==> config.mk <==
export PLATFORM = sky130hd
export DESIGN_NAME = vid_in_axi4s_packer
export DESIGN_NICKNAME = d
export VERILOG_FILES = /design/src/rtl/vid_in_axi4s_pkg.sv /design/src/rtl/vid_in_axi4s_sync_fifo.sv /design/src/rtl/vid_in_axi4s_packer.sv
export SDC_FILE = /design/constraint.sdc
export NUM_CORES = 1
export LEC_CHECK = 0
export ABC_AREA = 1
export CAP_MARGIN = 5
export CORE_UTILIZATION = 50
export DETAILED_ROUTE_END_ITERATION = 10
export PLACE_DENSITY_LB_ADDON = 0.05
export RECOVER_POWER = 100
export SKIP_LAST_GASP = 1
export SLEW_MARGIN = 15
export SYNTH_ARGS = -nofsm -noshare
export SYNTH_HDL_FRONTEND = slang
export SYNTH_SLANG_ARGS = --single-unit
==> constraint.sdc <==
create_clock -name vid_io_in_clk -period 5.5 [get_ports vid_io_in_clk]
set_input_delay 0.825 -clock vid_io_in_clk [delete_from_list [all_inputs] [get_ports vid_io_in_clk]]
set_output_delay 0.825 -clock vid_io_in_clk [all_outputs]
set_load 0.02 [all_outputs]
==> src/rtl/vid_in_axi4s_pkg.sv <==
// Shared definitions for the video-in to AXI4-Stream packer: FSM states,
// pixel/beat width helpers and the layout of a FIFO entry above the pixel data.
package vid_in_axi4s_pkg;

    typedef enum logic [1:0] {
        ST_WAIT_VBLANK = 2'd0,
        ST_SYNCED      = 2'd1,
        ST_DROP_LINE   = 2'd2
    } state_t;

    // Sideband bits sit directly above the TW data bits of each FIFO entry.
    localparam int ENT_TUSER_OFS  = 0;
    localparam int ENT_TLAST_OFS  = 1;
    localparam int ENT_FID_OFS    = 2;
    localparam int ENT_SIDEBAND_W = 3;

    function automatic int pw_f(input int cpp, input int cw);
        return cpp * cw;
    endfunction

    function automatic int tw_f(input int pf, input int cpp, input int cw);
        return pf * pw_f(cpp, cw);
    endfunction

endpackage

==> src/rtl/vid_in_axi4s_sync_fifo.sv <==
// Single-clock first-word-fall-through FIFO; dout is forced to zero while empty
// so the stream outputs stay quiet when nothing is buffered.
module vid_in_axi4s_sync_fifo #(
    parameter int C_DATA_WIDTH = 51,
    parameter int C_ADDR_WIDTH = 5
) (
    input  logic                    clk,
    input  logic                    rst,
    input  logic                    wr_en,
    input  logic [C_DATA_WIDTH-1:0] din,
    output logic                    full,
    input  logic                    rd_en,
    output logic [C_DATA_WIDTH-1:0] dout,
    output logic                    empty
);

    localparam int DEPTH = 1 << C_ADDR_WIDTH;

    logic [C_DATA_WIDTH-1:0] mem_q [0:DEPTH-1];
    logic [C_ADDR_WIDTH:0]   wr_ptr_q, wr_ptr_d;
    logic [C_ADDR_WIDTH:0]   rd_ptr_q, rd_ptr_d;
    logic                    wr_fire;
    logic                    rd_fire;

    // Extra pointer MSB distinguishes full from empty when the addresses match.
    assign empty = (wr_ptr_q == rd_ptr_q);
    assign full  = (wr_ptr_q[C_ADDR_WIDTH] != rd_ptr_q[C_ADDR_WIDTH]) &&
                   (wr_ptr_q[C_ADDR_WIDTH-1:0] == rd_ptr_q[C_ADDR_WIDTH-1:0]);

    always_comb begin
        wr_fire  = wr_en && !full;
        rd_fire  = rd_en && !empty;
        wr_ptr_d = wr_fire ? wr_ptr_q + 1'b1 : wr_ptr_q;
        rd_ptr_d = rd_fire ? rd_ptr_q + 1'b1 : rd_ptr_q;
    end

    always_ff @(posedge clk or posedge rst) begin
        if (rst) begin
            wr_ptr_q <= '0;
            rd_ptr_q <= '0;
        end else begin
            wr_ptr_q <= wr_ptr_d;
            rd_ptr_q <= rd_ptr_d;
        end
    end

    always_ff @(posedge clk) begin
        if (wr_fire) begin
            mem_q[wr_ptr_q[C_ADDR_WIDTH-1:0]] <= din;
        end
    end

    assign dout = empty ? '0 : mem_q[rd_ptr_q[C_ADDR_WIDTH-1:0]];

endmodule

==> src/rtl/vid_in_axi4s_packer.sv <==
// Native video input to AXI4-Stream: locks to vblank, packs C_PACK_FACTOR pixels
// per beat, marks start-of-frame / end-of-line and buffers beats in a FWFT FIFO.
module vid_in_axi4s_packer
    import vid_in_axi4s_pkg::*;
#(
    parameter int C_COMPONENTS_PER_PIXEL = 3,
    parameter int C_COMPONENT_WIDTH      = 8,
    parameter int C_PACK_FACTOR          = 2,
    parameter int C_ADDR_WIDTH           = 5,
    parameter int C_DROP_ON_OVERFLOW     = 1,
    localparam int PW = pw_f(C_COMPONENTS_PER_PIXEL, C_COMPONENT_WIDTH),
    localparam int TW = tw_f(C_PACK_FACTOR, C_COMPONENTS_PER_PIXEL, C_COMPONENT_WIDTH)
) (
    input  logic          vid_io_in_clk,
    input  logic          vid_io_in_reset,
    input  logic          vid_io_in_ce,
    input  logic          vid_active_video,
    input  logic          vid_vblank,
    input  logic          vid_field_id,
    input  logic [PW-1:0] vid_data,
    input  logic          axis_enable,
    output logic [TW-1:0] m_axis_video_tdata,
    output logic          m_axis_video_tvalid,
    input  logic          m_axis_video_tready,
    output logic          m_axis_video_tuser,
    output logic          m_axis_video_tlast,
    output logic          fid,
    output logic          overflow,
    output logic [15:0]   lines_dropped,
    output logic          synced
);

    localparam int LW = (C_PACK_FACTOR > 1) ? $clog2(C_PACK_FACTOR) : 1;
    localparam int EW = TW + ENT_SIDEBAND_W;
    localparam logic [LW-1:0] LANE_LAST = LW'(C_PACK_FACTOR - 1);

    state_t          state_q, state_d;
    logic [TW-1:0]   acc_q, acc_d;
    logic [LW-1:0]   lane_q, lane_d;
    logic            beat_full_q, beat_full_d;
    logic            fid_q, fid_d;
    logic            sof_q, sof_d;
    logic            line_hit_q, line_hit_d;
    logic [15:0]     lines_dropped_q, lines_dropped_d;
    logic            overflow_q, overflow_d;

    logic            push;
    logic            push_last;
    logic            reject;
    logic [EW-1:0]   push_entry;
    logic            fifo_full;
    logic            fifo_empty;
    logic [EW-1:0]   fifo_dout;

    always_ff @(posedge vid_io_in_clk or posedge vid_io_in_reset) begin
        if (vid_io_in_reset) begin
            state_q         <= ST_WAIT_VBLANK;
            acc_q           <= '0;
            lane_q          <= '0;
            beat_full_q     <= 1'b0;
            fid_q           <= 1'b0;
            sof_q           <= 1'b0;
            line_hit_q      <= 1'b0;
            lines_dropped_q <= '0;
            overflow_q      <= 1'b0;
        end else begin
            state_q         <= state_d;
            acc_q           <= acc_d;
            lane_q          <= lane_d;
            beat_full_q     <= beat_full_d;
            fid_q           <= fid_d;
            sof_q           <= sof_d;
            line_hit_q      <= line_hit_d;
            lines_dropped_q <= lines_dropped_d;
            overflow_q      <= overflow_d;
        end
    end

    always_comb begin
        state_d         = state_q;
        acc_d           = acc_q;
        lane_d          = lane_q;
        beat_full_d     = beat_full_q;
        fid_d           = fid_q;
        sof_d           = sof_q;
        line_hit_d      = line_hit_q;
        lines_dropped_d = lines_dropped_q;
        overflow_d      = 1'b0;
        push            = 1'b0;
        push_last       = 1'b0;
        reject          = 1'b0;

        if (!axis_enable) begin
            state_d     = ST_WAIT_VBLANK;
            acc_d       = '0;
            lane_d      = '0;
            beat_full_d = 1'b0;
            sof_d       = 1'b0;
            line_hit_d  = 1'b0;
        end else if (vid_io_in_ce) begin
            case (state_q)
                ST_WAIT_VBLANK: begin
                    if (vid_vblank) begin
                        state_d     = ST_SYNCED;
                        sof_d       = 1'b1;
                        acc_d       = '0;
                        lane_d      = '0;
                        beat_full_d = 1'b0;
                    end
                end

                ST_SYNCED: begin
                    // A completed beat waits one ce cycle so tlast can see whether the line ended.
                    if (beat_full_q) begin
                        push      = 1'b1;
                        push_last = !vid_active_video;
                    end else if (!vid_active_video && (lane_q != '0)) begin
                        push      = 1'b1;
                        push_last = 1'b1;
                    end
                    reject = push && fifo_full;

                    if (vid_active_video) begin
                        if (lane_q == '0) begin
                            acc_d = '0;
                            fid_d = vid_field_id;
                        end
                        acc_d[int'(lane_q)*PW +: PW] = vid_data;
                        beat_full_d = (lane_q == LANE_LAST);
                        lane_d      = (lane_q == LANE_LAST) ? '0 : lane_q + LW'(1);
                    end else begin
                        acc_d       = '0;
                        lane_d      = '0;
                        beat_full_d = 1'b0;
                        line_hit_d  = 1'b0;
                    end

                    if (push && !fifo_full) begin
                        sof_d = 1'b0;
                    end

                    if (reject) begin
                        overflow_d = 1'b1;
                        if (C_DROP_ON_OVERFLOW != 0) begin
                            lines_dropped_d = (lines_dropped_q == 16'hFFFF) ?
                                              lines_dropped_q : lines_dropped_q + 16'd1;
                            if (vid_active_video) begin
                                state_d     = ST_DROP_LINE;
                                acc_d       = '0;
                                lane_d      = '0;
                                beat_full_d = 1'b0;
                            end
                        end else begin
                            if (!line_hit_q) begin
                                lines_dropped_d = (lines_dropped_q == 16'hFFFF) ?
                                                  lines_dropped_q : lines_dropped_q + 16'd1;
                            end
                            line_hit_d = vid_active_video;
                        end
                    end

                    if (vid_vblank) begin
                        sof_d = 1'b1;
                    end
                end

                ST_DROP_LINE: begin
                    if (!vid_active_video) begin
                        state_d     = ST_SYNCED;
                        acc_d       = '0;
                        lane_d      = '0;
                        beat_full_d = 1'b0;
                    end
                    if (vid_vblank) begin
                        sof_d = 1'b1;
                    end
                end

                default: begin
                    state_d = ST_WAIT_VBLANK;
                end
            endcase
        end
    end

    always_comb begin
        push_entry                     = '0;
        push_entry[TW-1:0]             = acc_q;
        push_entry[TW + ENT_TUSER_OFS] = sof_q;
        push_entry[TW + ENT_TLAST_OFS] = push_last;
        push_entry[TW + ENT_FID_OFS]   = fid_q;
    end

    vid_in_axi4s_sync_fifo #(
        .C_DATA_WIDTH (EW),
        .C_ADDR_WIDTH (C_ADDR_WIDTH)
    ) u_fifo (
        .clk   (vid_io_in_clk),
        .rst   (vid_io_in_reset),
        .wr_en (push),
        .din   (push_entry),
        .full  (fifo_full),
        .rd_en (m_axis_video_tready),
        .dout  (fifo_dout),
        .empty (fifo_empty)
    );

    assign m_axis_video_tvalid = !fifo_empty;
    assign m_axis_video_tdata  = fifo_dout[TW-1:0];
    assign m_axis_video_tuser  = fifo_dout[TW + ENT_TUSER_OFS];
    assign m_axis_video_tlast  = fifo_dout[TW + ENT_TLAST_OFS];
    assign fid                 = fifo_dout[TW + ENT_FID_OFS];
    assign overflow            = overflow_q;
    assign lines_dropped       = lines_dropped_q;
    assign synced              = (state_q == ST_SYNCED) || (state_q == ST_DROP_LINE);

endmodule

==> flow_metrics.tcl <==
set metrics [dict create \
    power.leakage_nw 27.6 \
    fmax_mhz 183 \
    layoutNonFillerInstCount 7457 \
    synth_fa_ha_area_share_pct 0.182 \
    drt_iter0_markers 5212 \
    hold_buffers 0 \
    ys_warn_count 0 \
    overflow 0 \
    fin_crit_sh_pct 99.3 \
    synthXorXnorAreaFrac_pct 0.255 \
    wl_per_cell_um 27.0 \
    pin_count 102 \
    crit_path_end_kind "flop" \
    powerDensity_nw_per_um2 517 \
    hold_viol 0 \
    final_antenna_net_count 0 \
    viasPerCell 6.00 \
    p_switching_w 0.0146 \
    fp.dieH_um 372 \
    max_slew_margin_pct -63.4 \
    area_growth_pct 11.8 \
    synthSimpleGateAreaFrac_pct 11.4 \
    synth_top_family_by_area "simple AND/OR/NAND/NOR gates" \
    synth_compound_area_share_pct 10.5 \
    place.gp.congestion 0.833 \
    p_comb_share_pct 33.0 \
    cts_sinks 1715 \
    routed-via-count 44720 \
    ys_async_sr_fraction_pct 4.84 \
    nNetsFinal 5572 \
    start_kind "flop" \
    tightest_slew_ns 2.45 \
    power_w 0.0397 \
    drt-total-wl_um 202000 \
    ir_worst_vdd_mv 0.533 \
    chipWidth_um 372 \
    path_clk_slew_ns 0.06 \
    grt_antenna_before_repair 5 \
    rsz0062_at_grt "false" \
    synth_edf_count 1632 \
    cts_buffers 175 \
    dp.cells 7132 \
    dpl_cell_area_sq_um 71600 \
    cts_tree "done" \
    hp-class "reg2reg" \
    rows 135 \
    cts_buffer_depth 3 \
    crit_required_ns 5.90 \
    fin_area_sq_um 76700 \
    internal-power_w 0.0251 \
    synth_mux_area_share_pct 0 \
    pwr-share-seq_pct 37.5 \
    status "complete, but fails checks" \
    crit-reg2reg-launch "u_fifo.rd_ptr_q[2]$_DFFE_PP0P_" \
    grtUsageTotal_pct 28.8 \
    start_util_pct 50.5 \
    synthDistinctLibCells 36 \
    dp_hpwl_um 98800 \
    post_route_cells_drive_above_1_share_pct 6.85 \
    synth_seq_area_share_pct 74.4 \
    worstPathMaxFanout 38 \
    ys_ff_latch 1715 \
    swShare_pct 36.8 \
    maxSlewViolCount 856 \
    core_area_sq_um 136000 \
    violations "max-capacitance violations, max-slew violations" \
    finalClockSkew_ns 0.0277 \
    cap_viol_max_count 28 \
    setup_viol 0 \
    h-tree-depth 4 \
    dieArea_sq_um 139000 \
    crit_start "u_fifo.rd_ptr_q[2]$_DFFE_PP0P_" \
    fin_setup_tns_ns 0 \
    ys.flop_type "edfxtp_1" \
    clk_latency_ns 0.80 \
    drt_first_pass_iters 6 \
    grt_pass1_vias 41223 \
    p_clk_share_pct 29.4 \
    root_buffer "clkbuf_16" \
    grt_max_degree 180 \
    path_class "reg2reg" \
    synth_area_sq_um 68600 \
    syn-mean-instance-area_sq_um 12.5 \
    worstHoldStart "sof_q$_DFFE_PP0P_" \
    synthCells 5499 \
    fin_crit_ns 5.46 \
    synth.net_count 5541 \
    port_buffers 101 \
    grt_pass1_wl_um 287000 \
    drc 0 \
    crit_arrival_ns 5.86 \
]
[final cells by class]
type                    count  area, sq um
well taps                1781         2230
inverters                 115          460
clock inverters           104          876
clock buffers             218         4710
fillers                 11193        59100
repair buffers            213         1860
flip-flops and latches   1715        51100
multi-input cells        3310        15500
diodes                      1         2.50
[per-stage QoR]
stage	setup slack, ns	utilization (%)	hold slack, ns
6_report	0.0398	56.5	0.488
5_1_grt	0.0938	56.5	0.530
4_1_cts	0.0578	56.8	0.448
3_5_place_dp	0.880	52.7	0.484
3_3_place_gp	0.894	52.7	0.467
2_1_floorplan	0.100	-	0.467
[cell usage after synthesis, types with 2 or more instances]
cell type | instances | area (sq um)
clkbuf_2 | 4 | 20.0
nand3_2 | 3 | 30.0
buf_6 | 14 | 158
o22ai_1 | 181 | 1130
o21ai_0 | 779 | 3900
a21oi_1 | 25 | 125
dfrtp_1 | 83 | 2080
nor4_1 | 2 | 12.5
o32ai_1 | 12 | 105
xor2_1 | 14 | 123
clkbuf_1 | 180 | 676
nand3_1 | 184 | 921
inv_2 | 10 | 37.5
nand2_1 | 513 | 1930
inv_1 | 105 | 394
nor2_4 | 3 | 33.8
edfxtp_1 | 1632 | 49000
xnor2_1 | 6 | 52.6
buf_2 | 86 | 430
nand2_2 | 2 | 12.5
nor2_1 | 1231 | 4620
o21ai_1 | 131 | 656
buf_4 | 44 | 330
o211ai_1 | 171 | 1280
nor3_1 | 11 | 55.1
nand4_1 | 23 | 144
nand4_2 | 2 | 25.0
buf_1 | 31 | 116
ha_1 | 10 | 125
[cell usage in the layout (no fill, tap or decap), types with 25 or more instances in the layout]
cell,n
dlygate4sd3_1,54
clkinv_1,43
o21ai_0,798
clkbuf_16,182
clkbuf_1,49
a21oi_1,25
o22ai_1,181
o211ai_1,171
o21ai_1,112
buf_4,31
nor2_1,1214
inv_1,103
clkdlybuf4s50_1,44
clkbuf_2,43
dfrtp_1,79
edfxtp_1,1632
nand3_1,185
nand2_1,515
clkinv_2,32
[path summary, 6_finish.rpt]
kind                                                       end  slack [ns]  depth (start not counted)
worst min-delay path                         sof_q$_DFFE_PP0P_        0.49                          2
worst max-delay path            u_fifo.mem_q[15][16]$_DFFE_PP_        0.04                          6
worst max register to register  u_fifo.mem_q[15][16]$_DFFE_PP_        0.04                          6
max in group asynchronous       u_fifo.rd_ptr_q[2]$_DFFE_PP0P_        0.97                          3
worst min register to register               sof_q$_DFFE_PP0P_        0.49                          2
min in group asynchronous                acc_q[36]$_DFFE_PP0P_        1.09                          2
[sequential cells by signal, summed over array words and instances (netlist names), 2 cells and up]
name,count
acc_q,48
u_fifo.mem_q,1632
u_fifo.rd_ptr_q,6
lines_dropped,16
u_fifo.wr_ptr_q,6
state_q,2
[kinds of logic (layout without fill, tap and decap cells)]
| kind of cell | after synthesis | after routing |
|---|---|---|
| flops | 1715 | 1715 |
| buf+inv | 475 | 650 |
| xor+xnor | 20 | 20 |
| other cells | 0 | 1 |
| fa+ha+maj | 10 | 10 |
| simple gates | 1978 | 1979 |
| compound gates | 1301 | 1301 |
[power groups by stage]
stage	logic [W]	clock network (W)	registers, W
after CTS	0.0132	0.0118	0.0149
after floorplan	0.00884	0	0.0149
after global placement	0.0131	0	0.0152
after detailed placement	0.0131	0	0.0152
final	0.0131	0.0117	0.0149
after global routing	0.0143	0.0123	0.0149
[what timing repair did]
action                                  in CTS  in global routing
resized for setup                            1                  1
cloned                                       0                  1
pin swaps                                    0                  1
endpoints found under the hold margin        0                  0
endpoints found under the setup margin       1                 10
buffers inserted                             0                  1
[routing by layer]
metal	vias up	track usage (%)	share of wire, %
li1	19939	-	-
met1	22639	42.4	43
met2	1860	43.5	45
met3	278	5.75	9.1
met4	4	8.64	2.4
met5	-	0	0.011
[critical path, stage by stage, from the launching register on]
cell and delay [ns]:
dfrtp_4 0.90, xnor2_1 0.55, nand4_1 0.47, nand2_1 0.21
clkbuf_1 0.23, nor2_1 1.41, clkbuf_2 1.25
No activity file was read; power rests on OpenSTA's default activity.
